File: config.mk
export PLATFORM = sky130hd
export DESIGN_NAME = flash_read_arbiter
export DESIGN_NICKNAME = d
export VERILOG_FILES = /design/src/rtl/flash_read_arbiter.sv
export SDC_FILE = /design/constraint.sdc
export NUM_CORES = 1
export LEC_CHECK = 0
export BUFFER_PORTS_ARGS = -buffer_cell sky130_fd_sc_hd__buf_2
export CAP_MARGIN = 20
export CORE_ASPECT_RATIO = 0.75
export CORE_MARGIN = 3
export CORE_UTILIZATION = 51
export CTS_CLUSTER_SIZE = 10
export DETAILED_ROUTE_END_ITERATION = 8
export MAX_ROUTING_LAYER = met4
export PLACE_DENSITY = 0.92
export SKIP_LAST_GASP = 1
export SLEW_MARGIN = 10
export SYNTH_ARGS = -nofsm -noshare
export SYNTH_HDL_FRONTEND = slang
export SYNTH_SLANG_ARGS = --single-unit
File: constraint.sdc
create_clock -name clk -period 3.94 [get_ports clk]
set_input_delay 0.591 -clock clk [delete_from_list [all_inputs] [get_ports clk]]
set_output_delay 0.591 -clock clk [all_outputs]
set_load 0.01 [all_outputs]
File: src/rtl/flash_read_arbiter.sv
// Arbitrates the single flash read port between the CPU bus path and the DMA/loader engine.
// Registered grant, one-cycle ready pulses, bounded CPU bursts and a watchdog for hung reads.
module flash_read_arbiter #(
    parameter int ADDRESS_WIDTH  = 24,
    parameter int CPU_BURST_MAX  = 4,
    parameter int TIMEOUT_CYCLES = 1023
) (
    input  logic                     clk,
    input  logic                     reset,
    input  logic                     cpu_read_en,
    input  logic [ADDRESS_WIDTH-1:0] cpu_address,
    output logic                     cpu_read_ready,
    output logic [31:0]              cpu_read_data,
    input  logic                     dma_read_en,
    input  logic [ADDRESS_WIDTH-1:0] dma_address,
    output logic                     dma_read_ready,
    output logic [31:0]              dma_read_data,
    output logic                     flash_read_en,
    output logic [ADDRESS_WIDTH-1:0] flash_address,
    input  logic                     flash_read_ready,
    input  logic [31:0]              flash_read_data,
    output logic                     dma_granted,
    output logic                     timeout_error
);

    localparam logic [1:0] IDLE    = 2'd0;
    localparam logic [1:0] CPU     = 2'd1;
    localparam logic [1:0] DMA     = 2'd2;
    localparam logic [1:0] RELEASE = 2'd3;

    localparam int STREAK_W = (CPU_BURST_MAX > 0) ? $clog2(CPU_BURST_MAX + 1) : 1;
    localparam int WD_W     = (TIMEOUT_CYCLES > 0) ? $clog2(TIMEOUT_CYCLES + 1) : 1;
    localparam logic [STREAK_W-1:0] STREAK_MAX = STREAK_W'(CPU_BURST_MAX);
    localparam logic [WD_W-1:0]     WD_LAST    = WD_W'((TIMEOUT_CYCLES > 0) ? TIMEOUT_CYCLES - 1 : 0);

    logic [1:0]          state;
    logic [STREAK_W-1:0] streak;
    logic [WD_W-1:0]     wd_count;
    logic                cpu_wins;
    logic                dma_wins;
    logic                expired;
    logic [31:0]         completion_data;

    // With CPU_BURST_MAX = 0 the streak can never be below the limit, so DMA always wins contention.
    always_comb begin
        cpu_wins        = cpu_read_en && (!dma_read_en || (streak < STREAK_MAX));
        dma_wins        = dma_read_en && !cpu_wins;
        expired         = (TIMEOUT_CYCLES > 0) && (wd_count == WD_LAST);
        completion_data = flash_read_ready ? flash_read_data : 32'hFFFF_FFFF;
    end

    always_ff @(posedge clk) begin
        if (reset) begin
            state          <= IDLE;
            streak         <= '0;
            wd_count       <= '0;
            flash_read_en  <= 1'b0;
            flash_address  <= '0;
            cpu_read_ready <= 1'b0;
            cpu_read_data  <= '0;
            dma_read_ready <= 1'b0;
            dma_read_data  <= '0;
            dma_granted    <= 1'b0;
            timeout_error  <= 1'b0;
        end else begin
            cpu_read_ready <= 1'b0;
            dma_read_ready <= 1'b0;
            case (state)
                IDLE: begin
                    if (cpu_wins || dma_wins) begin
                        state         <= cpu_wins ? CPU : DMA;
                        flash_read_en <= 1'b1;
                        flash_address <= cpu_wins ? cpu_address : dma_address;
                        dma_granted   <= dma_wins;
                        wd_count      <= '0;
                        // A contended CPU win implies streak < limit, so the increment cannot overshoot.
                        if (cpu_wins && dma_read_en) begin
                            streak <= streak + 1'b1;
                        end else begin
                            streak <= '0;
                        end
                    end
                end
                CPU, DMA: begin
                    // A real flash response on the expiry cycle wins over the watchdog.
                    if (flash_read_ready || expired) begin
                        if (state == CPU) begin
                            cpu_read_data  <= completion_data;
                            cpu_read_ready <= 1'b1;
                        end else begin
                            dma_read_data  <= completion_data;
                            dma_read_ready <= 1'b1;
                        end
                        if (!flash_read_ready) begin
                            timeout_error <= 1'b1;
                        end
                        flash_read_en <= 1'b0;
                        state         <= RELEASE;
                    end else begin
                        wd_count <= wd_count + 1'b1;
                    end
                end
                default: begin
                    state <= IDLE;
                end
            endcase
        end
    end

endmodule
Word-level counts from Yosys, hierarchy flattened
Cells that the tools add are included.
W data, S select, Z words.
{"block": "op_classes", "muxes": 15, "n_shift": 0, "order_cmp": 1, "bitwise_logic": 4, "n_addsub": 2, "eq_ne": 6, "n_reduce_logical": 19, "n_div": 0, "n_mul": 0}
{"op": "$mux W32", "n": 1}
{"op": "$mux W24", "n": 1}
{"op": "$mux W10", "n": 2}
{"op": "$pmux W10 S2", "n": 1}
{"op": "$reduce_and A3 Y1", "n": 5}
{"op": "$add A10 B1 Y10 const B", "n": 1}
{"op": "$eq A10 B10 Y1 const B", "n": 1}
{"op": "$mux W2", "n": 3}
{"op": "$ne A2 B2 Y1 const B", "n": 3}
{"op": "$mux W1", "n": 4}
{"op": "$not A1 Y1", "n": 4}
{"op": "$pmux W2 S2", "n": 1}
{"op": "$reduce_and A2 Y1", "n": 2}
{"op": "$add A3 B1 Y3 const B", "n": 1}
{"op": "$logic_and A1 B1 Y1", "n": 3}
{"op": "$logic_or A1 B1 Y1", "n": 3}
{"op": "$lt A3 B3 Y1 const B", "n": 1}
{"op": "$mux W3", "n": 1}
{"op": "$reduce_or A3 Y1", "n": 1}
{"op": "$eq A2 B1 Y1 const B", "n": 1}
{"op": "$eq A2 B2 Y1 const B", "n": 1}
{"op": "$logic_not A1 Y1", "n": 2}
{"op": "$logic_not A2 Y1", "n": 1}
{"op": "$pmux W1 S2", "n": 1}
{"op": "2 further kinds", "n": 2}
{"block": "totals", "input_bits": 85, "mem_bits_ro": 0, "memories": 0, "ff_bits": 108, "wordCells": 58, "out_inout_bits": 93, "latch_bits": 0, "ramBits": 0}

Longest topological paths before layout
Gate-level depths: netlist (run 1).
{"block": "depth", "word_depth": 8, "ltp_mapped": 8, "ltp_nobuf": 6}

Worst setup path after synthesis (run 1)
OpenSTA, ideal clock, no wires.
{"block": "synth_path", "path_type": "reg2reg", "start": "register state[0]", "end": "register wd_count[5]", "arrival_time_ns": 1.887, "synth_period_minus_slack_ns": 1.959, "setup_ns": 0.072, "setup_slack_ns": 1.981, "path_stages_with_launch": 9, "n_path_buf": 2, "required_time_ns": 3.868, "path_cell_list": "dfxtp_1 -> inv_1 -> ha_1 -> clkbuf_1 -> clkinv_1 -> a22oi_1 -> buf_2 -> or4_1 -> a21oi_1"}
{"block": "synth_via", "elab_chain_cells": 4, "word_cells_on_any_way": 9, "classes_between": "4 x eq/ne; 1 x mux; 4 x reduce/logical"}
{"element": "start: declaration", "line_no": "36", "text": "logic [1:0] state;"}
{"element": "start signal: assignment", "line_no": "71", "text": "state <= cpu_wins ? CPU : DMA;"}
{"element": "$eq A2 B1 Y1 / $eq A2 B2 Y1 (equally long branches)", "line_no": "68", "text": "case (state)"}
{"element": "$reduce_or A2 Y1", "line_no": "68"}
{"element": "$ne A2 B2 Y1 (no source line) / $reduce_bool A2 Y1 (equally long branches)"}
{"element": "$reduce_and A3 Y1 (no source line)"}
{"element": "end signal: assignment", "line_no": "100", "text": "wd_count <= wd_count + 1'b1;"}
{"element": "end: declaration", "line_no": "38", "text": "logic [WD_W-1:0] wd_count;"}
Parallel ways exist; a longest one is shown, timed or not.
A chain may end at the register's enable or synchronous reset.

Worst setup path after layout (run 1)
{"block": "layout_path", "start": "register state[0]", "end": "register wd_count[8]"}
Same word-level chain as after synthesis.

==> reports/results.txt, run 1 <==
Total GRT Usage: 24.15%
gr ovfl total: 0
antenna viol nets, final: 0
first-pass GRT wire length: 18.35 mm
chip width: 111.6 um
DRC violations left: 0
Vert. Die Dim: 85.17 um
Final nets: 640
crit start category: flip-flop
final hold violation count: 0
share of cells above drive strength 1: 48.56%
Hold Slack: 0.4795 ns
Wirelength per Cell: 17.30 um
# clock sinks: 108
max_slew headroom: 41.50%
Worst Path Buf+Inv: 2
Max stage delay on crit path: 0.79 ns
Synth Instances: 393
MaxCap Viol Count: 0
Bufs on Longest Clock Path: 2
Avg Vias per Cell: 5.870
Crit-path slowest cell: a22oi_1
total CTS buffers: 9
final setup skew: 0.01423 ns
share of flip-flops with an asynchronous set or reset: 0%
Worst EP required: 4.22 ns
setup tns final: 0 ns
Main synth FF type: dfxtp_1
Yosys warning count: 0
antenna violations before repair: 1
Starting Density: 53.35%
number of DRC markers in iteration 0: 404
number of distinct library cells after synthesis: 44
Design Power: 3538 uW
PwrDens: 654.7 nW/um2
DR pass1 iterations: 5
Top Family by Delay on Critical Path: compound AO/OA/AOI/OAI gates
Least-Margin Pin Slew: 0.8775 ns
Post-CTS Resized: 0
Slew Viols, Final: 0
Layout area overhead: 26.81%
Detailed Route WL: 11.42 mm
Clock Pin Slew Worst Setup and Hold Paths: 0.11 ns
pin count of the biggest net entering global routing: 51
Final setup viols: 0
kind of end point of the critical path: flip-flop
fmax: 390.9 MHz
CTS tree: done
Design Area, Final: 5404 um2
maximum vdd drop: 405.6 uV
IO Count: 178
post-synthesis sequential area ratio: 50.73%
Place WS: 1.385 ns
PortBufs: 177
CORE AREA: 7988 um2
Area after DPL: 5166 um2
Post-Syn Area: 4262 um2
routability congestion estimate: 0.9049
outcome: finished, final reports clean
filler cell count: 612
row count: 28
Final Cycle Share: 64.93%
die area: 9500 um2
vias post-DR: 3874
crit-path cells: inv_1, ha_1, clkinv_1, a22oi_1, o21ai_0, a31oi_1
FF+latch count, synth: 108
crit path DAT: 2.84 ns
crit-path max FO: 12
DP HPWL: 8.259 mm
Post-Syn Nets: 484
H-Tree Depth: 3
clock root buffer: clkbuf_8
Post-synth EDFFs: 0
clk_lat worst skew: 0.37 ns
RSZ-0062 raised after global routing: false
setup bufs post-CTS: 0
Static Leak: 0.002511 uW
Syn Area/Cell: 10.84 um2
vias in the first global route: 3781
CTS Hold Bufs: 0
Hold Crit Class: flip-flop to flip-flop
fin crit period: 2.558 ns
final worst setup slack: 1.382 ns
Critical Setup Path Class: flip-flop to flip-flop
[flip-flops by register name (all words and copies together), names as in the netlist]
name            count
cpu_read_data      32
dma_read_data      32
flash_address      24
wd_count           10
streak              3
state               2
cpu_read_ready      1
dma_granted         1
dma_read_ready      1
flash_read_en       1
timeout_error       1
[metrics by stage]
stage	instances	util, %
final	660	67.65
after CTS	657	67.14
after floorplan	393	-
after global routing	660	67.65
after global placement	641	64.68
after detailed placement	641	64.68
[worst reg2reg max path, delay by kind of cell (launching register included)]
family / cells / cell delay (ns)
flops: 1 / 0.37
fa+ha+maj: 1 / 0.48
compound gates: 3 / 1.23
buf+inv: 2 / 0.40
[cells in the final DEF, fill, tap and decap left out, drive strengths merged, types with 3 or more instances in the layout]
cell / netlist / layout
a21oi: 15 / 15
and4: 3 / 3
nand3: 7 / 7
or4: 4 / 4
buf: 13 / 184
nor2: 35 / 35
mux2i: 25 / 25
nand2: 7 / 7
o21a: 3 / 3
dfxtp: 108 / 108
o21ai: 7 / 7
o221a: 63 / 63
clkinv: 1 / 4
or3: 3 / 3
ha: 6 / 6
inv: 6 / 8
nor3b: 3 / 3
clkbuf: 26 / 10
a31oi: 4 / 4
o31ai: 4 / 4
nor3: 6 / 6
a211oi: 25 / 25
[synth_stat cells, drive strengths merged (2+ instances only)]
master	number	area (um2)
dfxtp	108	2162
o221a	63	709.4
nor2	35	131.4
clkbuf	26	97.59
a211oi	25	187.7
mux2i	25	250.2
a21oi	15	75.07
buf	13	76.32
nand2	7	26.28
nand3	7	35.03
o21ai	7	38.79
ha	6	75.07
inv	6	22.52
nor3	6	35.03
a31oi	4	25.02
o31ai	4	30.03
or4	4	30.03
and4	3	26.28
nor3b	3	27.52
o21a	3	23.77
or3	3	18.77
a22oi	2	15.01
and2	2	12.51
nand4	2	12.51
or4b	2	20.02
[path summary, 6_finish.rpt]
check	startpoint	endpoint	slack, ns	depth (start not counted)
setup / recovery	state[0]	wd_count[8]	1.38	6
hold / removal	dma_read_data[30]	dma_read_data[30]	0.48	1
setup reg to reg	state[0]	wd_count[8]	1.38	6
hold reg to reg	dma_read_data[30]	dma_read_data[30]	0.48	1
[final cells by class]
| type | count | area (um2) | area share, % |
|---|---|---|---|
| tap | 105 | 131.4 | 2.431 |
| antenna | 1 | 2.502 | 0.04631 |
| inverter | 7 | 26.28 | 0.4862 |
| clock buffer | 10 | 127.6 | 2.362 |
| timing repair buffer | 184 | 962.2 | 17.81 |
| clock inverter | 6 | 68.82 | 1.273 |
| multi-input combinational | 239 | 1923 | 35.59 |
| sequential | 108 | 2162 | 40.01 |
[cell families (layout without fill, tap and decap cells)]
family	Yosys count	after routing	synth area share [%]
compound gates	129	129	27.22
flops	108	108	50.73
simple gates	78	78	9.454
buf+inv	46	207	4.697
mux	26	26	6.136
fa+ha+maj	6	6	1.762
other cells	0	1	0
[power breakdown]
| group | internal (uW) | switching [uW] |
|---|---|---|
| sequential | 1360 | 139 |
| combinational | 566 | 793 |
| clock | 302 | 380 |
| total | 2230 | 1310 |
[per-layer routing]
metal	GRT usage, %	up-vias	routed length [um]
met1	28.75	1850	4675
met3	4.633	24	584
li1	-	1842	-
met5	-	-	0
met2	41.49	158	5893
met4	8.066	0	263
Note: power is estimated with default switching activity, not from simulation.
==> run 2, diff against run 1 <==
--- a/config.mk
+++ b/config.mk
@@ -9,11 +9,11 @@
 export CAP_MARGIN = 20
 export CORE_ASPECT_RATIO = 0.75
 export CORE_MARGIN = 3
-export CORE_UTILIZATION = 51
+export CORE_UTILIZATION = 48
 export CTS_CLUSTER_SIZE = 10
 export DETAILED_ROUTE_END_ITERATION = 8
 export MAX_ROUTING_LAYER = met4
-export PLACE_DENSITY = 0.92
+export PLACE_DENSITY = 0.88
 export SKIP_LAST_GASP = 1
 export SLEW_MARGIN = 10
 export SYNTH_ARGS = -nofsm -noshare
==> constraint.sdc (replaced) <==
create_clock -name clk -period 2.4 [get_ports clk]
set_input_delay 0.36 -clock clk [delete_from_list [all_inputs] [get_ports clk]]
set_output_delay 0.36 -clock clk [all_outputs]
set_load 0.01 [all_outputs]
==> run 2 against run 1 <==
  * Non-clock buffer count grew 4
  * Clock power rose by 120%
  * Die area rose by 5.9%
  * Worst setup slack got worse by 1.2 ns
  * Routed wire length down 4.2%
  * Via count is 1.6% lower
  * Cell count up 0.91%
  * Power up 76%
  * Critical path depth up 1
  * Register-to-register slack got worse by 1.2 ns
  * Clock skew fell by 0.0043 ns
  * Combinational power rose by 68%
==> reports/results.txt, run 2 (synthesis gave the netlist of run 1 again) <==
fmax: 454.1 MHz
crit start category: flip-flop
antenna cells: 0
row count: 29
Hold Crit Class: input port to flip-flop
Avg Vias per Cell: 5.722
Placed Instances: 650
share of cells above drive strength 1: 48.92%
most common cell after layout, fill and taps aside: buf_2
clock root buffer: clkbuf_16
PortBufs: 177
DP HPWL: 7.995 mm
RSZ-0062 raised after global routing: false
Area after DPL: 5240 um2
Slew Viols, Final: 0
Largest regs: cpu_read_data (32), dma_read_data (32), flash_address (24)
Post-CTS Resized: 0
pin count of the biggest net entering global routing: 50
Static Leak: 0.002573 uW
Final nets: 644
Critical Setup Path Class: flip-flop to flip-flop
vias in the first global route: 3648
Final Cycle Share: 91.75%
Worst EP required: 2.66 ns
number of DRC markers in iteration 0: 184
# clock sinks: 108
clk_lat worst skew: 0.34 ns
routability congestion estimate: 0.8344
fin crit period: 2.202 ns
Starting Density: 49.77%
setup bufs post-CTS: 0
Least-Margin Pin Slew: 0.6245 ns
Total GRT Usage: 21.69%
first-pass GRT wire length: 17.32 mm
CTS tree: done
final setup skew: 0.009983 ns
Wirelength per Cell: 16.42 um
crit-path max FO: 12
outcome: finished, final reports clean
final hold violation count: 0
most frequent cells in the layout: buf_2, dfxtp_1, o221a_2, nor2_1
antenna violations before repair: 0
Design Area, Final: 5545 um2
max_slew headroom: 57.93%
Worst R2R Setup Slack: 0.20 ns
chip width: 114.8 um
IO Count: 178
kind of end point of the critical path: flip-flop
die area: 10060 um2
fin cells: 666
Final setup viols: 0
H-Tree Depth: 3
Vert. Die Dim: 87.60 um
Layout area overhead: 30.12%
DR pass1 iterations: 4
DRC violations left: 0
maximum vdd drop: 550.3 uV
PwrDens: 1126 nW/um2
antenna viol nets, final: 0
crit path DAT: 2.46 ns
Detailed Route WL: 10.94 mm
setup tns final: 0 ns
total CTS buffers: 9
CORE AREA: 8563 um2
MaxCap Viol Count: 0
CTS Hold Bufs: 0
vias post-DR: 3811
Clock Pin Slew Worst Setup and Hold Paths: 0.08 ns
Bufs on Longest Clock Path: 2
gr ovfl total: 0
run 2: changes by cell type in the layout (fill, tap and decap cells not counted), sizes merged:
cell,delta
diode,-1
buf,+4
clkinv,-1
inv,+1
run 2: per-layer routing:
layer / global-route usage [%] / up-vias / share of wire, %
met5: - / - / 0
met4: 7.036 / 0 / 1.9
met3: 4.075 / 16 / 4.6
met2: 35.92 / 120 / 50
met1: 27.01 / 1826 / 43
li1: - / 1849 / -
run 2: path summary, 6_finish.rpt:
check                            from                 to  cells after the start
setup / recovery             state[0]        wd_count[5]                      7
hold / removal    flash_read_data[22]  cpu_read_data[22]                      2
setup reg to reg             state[0]        wd_count[5]                      7
hold reg to reg     dma_read_data[30]  dma_read_data[30]                      1
run 2: report_power, final:
group	internal [uW]	switching, uW	total [uW]
registers	2230	237	2470
clock network	830	662	1490
logic	994	1290	2280
run 2: worst max-delay path, cell delays in order, from the launching register on:
cell     delay (ns)
dfxtp_1        0.36
inv_1          0.07
ha_1           0.40
nor2b_1        0.33
a22oi_1        0.11
buf_4          0.19
or4_1          0.50
a21oi_1        0.16
run 2: area by class of cell:
type,count,area [um2]
multi-input combinational,239,1923
inverter,7,26.28
timing repair buffer,188,993.5
clock buffer,10,229.0
tap,108,135.1
fill,700,3018
sequential,108,2162
clock inverter,6,76.32
run 2: metrics by stage:
stage | util (%) | setup slack [ns] | hold slack (ns) | power, uW
4_1_cts | 64.76 | 0.2055 | 0.2865 | 6283
6_report | 64.76 | 0.1979 | 0.2972 | 6243
5_1_grt | 64.76 | 0.04379 | 0.2830 | 6623
3_3_place_gp | 61.19 | 0.3499 | 0.4486 | 4700
3_5_place_dp | 61.19 | 0.2514 | 0.4559 | 4791
2_1_floorplan | - | 0.4405 | 0.4420 | 3928
==> run 3, diff against run 2 <==
--- a/config.mk
+++ b/config.mk
@@ -14,8 +14,10 @@
 export DETAILED_ROUTE_END_ITERATION = 8
 export MAX_ROUTING_LAYER = met4
 export PLACE_DENSITY = 0.88
+export SETUP_SLACK_MARGIN = 0.4
 export SKIP_LAST_GASP = 1
 export SLEW_MARGIN = 10
 export SYNTH_ARGS = -nofsm -noshare
 export SYNTH_HDL_FRONTEND = slang
 export SYNTH_SLANG_ARGS = --single-unit
+export TNS_END_PERCENT = 100
==> run 3 against run 2 <==
  * Non-clock buffer count grew 4
  * Maximum frequency grew 15%
  * Count of clock-buffer cells in the layout did not move
  * Core utilization grew 0.67 points
  * Worst setup slack better by 0.28 ns
  * Flip-flop and latch count unchanged
  * Largest cell class unchanged
==> reports/results.txt, run 3 (synthesis gave the netlist of run 1 again) <==
outcome: finished, final reports clean
Internal Power: 4131 uW
Design Area, Final: 5603 um2
H-Tree Depth: 3
Place WS: 0.2514 ns
CTS tree: done
Seq pwr share: 39.0%
Least-Margin Pin Slew: 0.6348 ns
antenna violations before repair: 0
IO Count: 178
Top Family by Delay on Critical Path: compound AO/OA/AOI/OAI gates
Crit. path cell count: 7
PwrDens: 1132 nW/um2
Hold Crit Class: input port to flip-flop
Worst EP required: 2.62 ns
Total GRT Usage: 21.71%
Hold Path Cell Cnt: 2
die area: 10060 um2
MaxCap Viol Count: 0
chip width: 114.8 um
Core Util, Final: 65.43%
setup tns final: 0 ns
crit start category: flip-flop
DRC violations left: 0
CTS Hold Bufs: 0
clock root buffer: clkbuf_16
max_slew headroom: 57.68%
final worst setup slack: 0.4800 ns
Slew Viols, Final: 0
Clock power frac: 23.5%
antenna cells: 0
Area after DPL: 5240 um2
Vert. Die Dim: 87.60 um
Avg Vias per Cell: 5.691
Starting Density: 49.77%
kind of end point of the critical path: flip-flop
CORE AREA: 8563 um2
most frequent cells in the layout: buf_2, dfxtp_1, o221a_2, nor2_1
final hold violation count: 0
Logic pwr share: 37.5%
Placed Instances: 650
Max stage delay on crit path: 0.40 ns
crit path DAT: 2.14 ns
reg2reg path depth: 7
Critical Setup Path Class: flip-flop to flip-flop
Final nets: 648
Final Cycle Share: 80.00%
vias post-DR: 3813
routability congestion estimate: 0.8344
most common cell after layout, fill and taps aside: buf_2
DR pass1 iterations: 5
Layout area overhead: 31.47%
total CTS buffers: 9
switching power: 2212 uW
vias in the first global route: 3649
gr ovfl total: 0
final setup skew: 0.01094 ns
share of cells above drive strength 1: 50.18%
crit-path cells: inv_1, ha_1, and4_1, a31oi_2, nor3b_4, buf_12, o221a_2
Wirelength per Cell: 16.40 um
crit-path max FO: 26
switch share: 34.87%
Clock Pin Slew Worst Setup and Hold Paths: 0.08 ns
clk_lat worst skew: 0.34 ns
antenna viol nets, final: 0
pin count of the biggest net entering global routing: 50
number of DRC markers in iteration 0: 201
row count: 29
Crit-path slowest cell: dfxtp_1
DP HPWL: 7.995 mm
# clock sinks: 108
maximum vdd drop: 549.8 uV
fin crit period: 1.920 ns
fin cells: 670
Largest regs: cpu_read_data (32), dma_read_data (32), flash_address (24)
fmax: 520.8 MHz
Worst Path Buf+Inv: 2
RSZ-0062 raised after global routing: true
Bufs on Longest Clock Path: 2
filler cell count: 690
PortBufs: 177
Static Leak: 0.002599 uW
Final setup viols: 0
Detailed Route WL: 10.99 mm
first-pass GRT wire length: 17.33 mm
-- run 3: cell count changes in the layout (fill, tap and decap cells not counted) --
cell,before,now
a31oi_2,0,1
inv_1,5,4
inv_2,0,1
a31oi_1,4,3
dfxtp_1,108,107
ha_4,0,1
dfxtp_2,0,1
ha_1,6,5
buf_4,9,13
nor2b_4,0,1
nor2b_1,1,0
-- run 3: routing by layer --
layer  share of wire [%]  wire length [um]  vias up  track usage, %
li1                    -                 -     1858               -
met1                  43              4696     1804           27.01
met5                   0                 0        -               -
met2                  50              5492      133           35.97
met3                 5.3               583       18           4.075
met4                 2.0               217        0           7.036
-- run 3: repair_timing --
action / CTS / global route
cloned: 0 / 0
buffers inserted: 0 / 4
gates resized for setup: 5 / 2
hold endpoints to repair: 0 / 0
pin swaps: 0 / 2
endpoints found under the setup margin: 31 / 31
-- run 3: final cells by class --
class                   instances  area (um2)  share of cell area [%]
clock buffers                  10       229.0                   4.087
clock inverters                 6       76.32                   1.362
inverters                       7       26.28                  0.4690
repair buffers                192        1023                   18.27
flip-flops and latches        108        2163                   38.61
well taps                     108       135.1                   2.412
multi-input cells             239        1949                   34.79
-- run 3: worst paths after layout --
kind                             from                 to  slack [ns]
setup / recovery          wd_count[0]  cpu_read_data[13]        0.48
hold / removal    flash_read_data[22]  cpu_read_data[22]        0.30
setup reg to reg          wd_count[0]  cpu_read_data[13]        0.48
hold reg to reg     dma_read_data[30]  dma_read_data[30]        0.47
-- run 3: metrics by stage --
stage / total power, uW / hold slack, ns
finish: 6343 / 0.2963
global route: 6719 / 0.2830
CTS: 6340 / 0.2865
detailed placement: 4791 / 0.4559
global placement: 4700 / 0.4486
floorplan: 3928 / 0.4420
-- run 3: power groups by stage --
| stage | clock (uW) | sequential, uW | combinational (uW) |
|---|---|---|---|
| 2_1_floorplan | 0 | 2670 | 1260 |
| 3_3_place_gp | 0 | 2480 | 2220 |
| 3_5_place_dp | 0 | 2500 | 2290 |
| 4_1_cts | 1520 | 2470 | 2350 |
| 5_1_grt | 1600 | 2520 | 2600 |
| 6_report | 1490 | 2470 | 2380 |
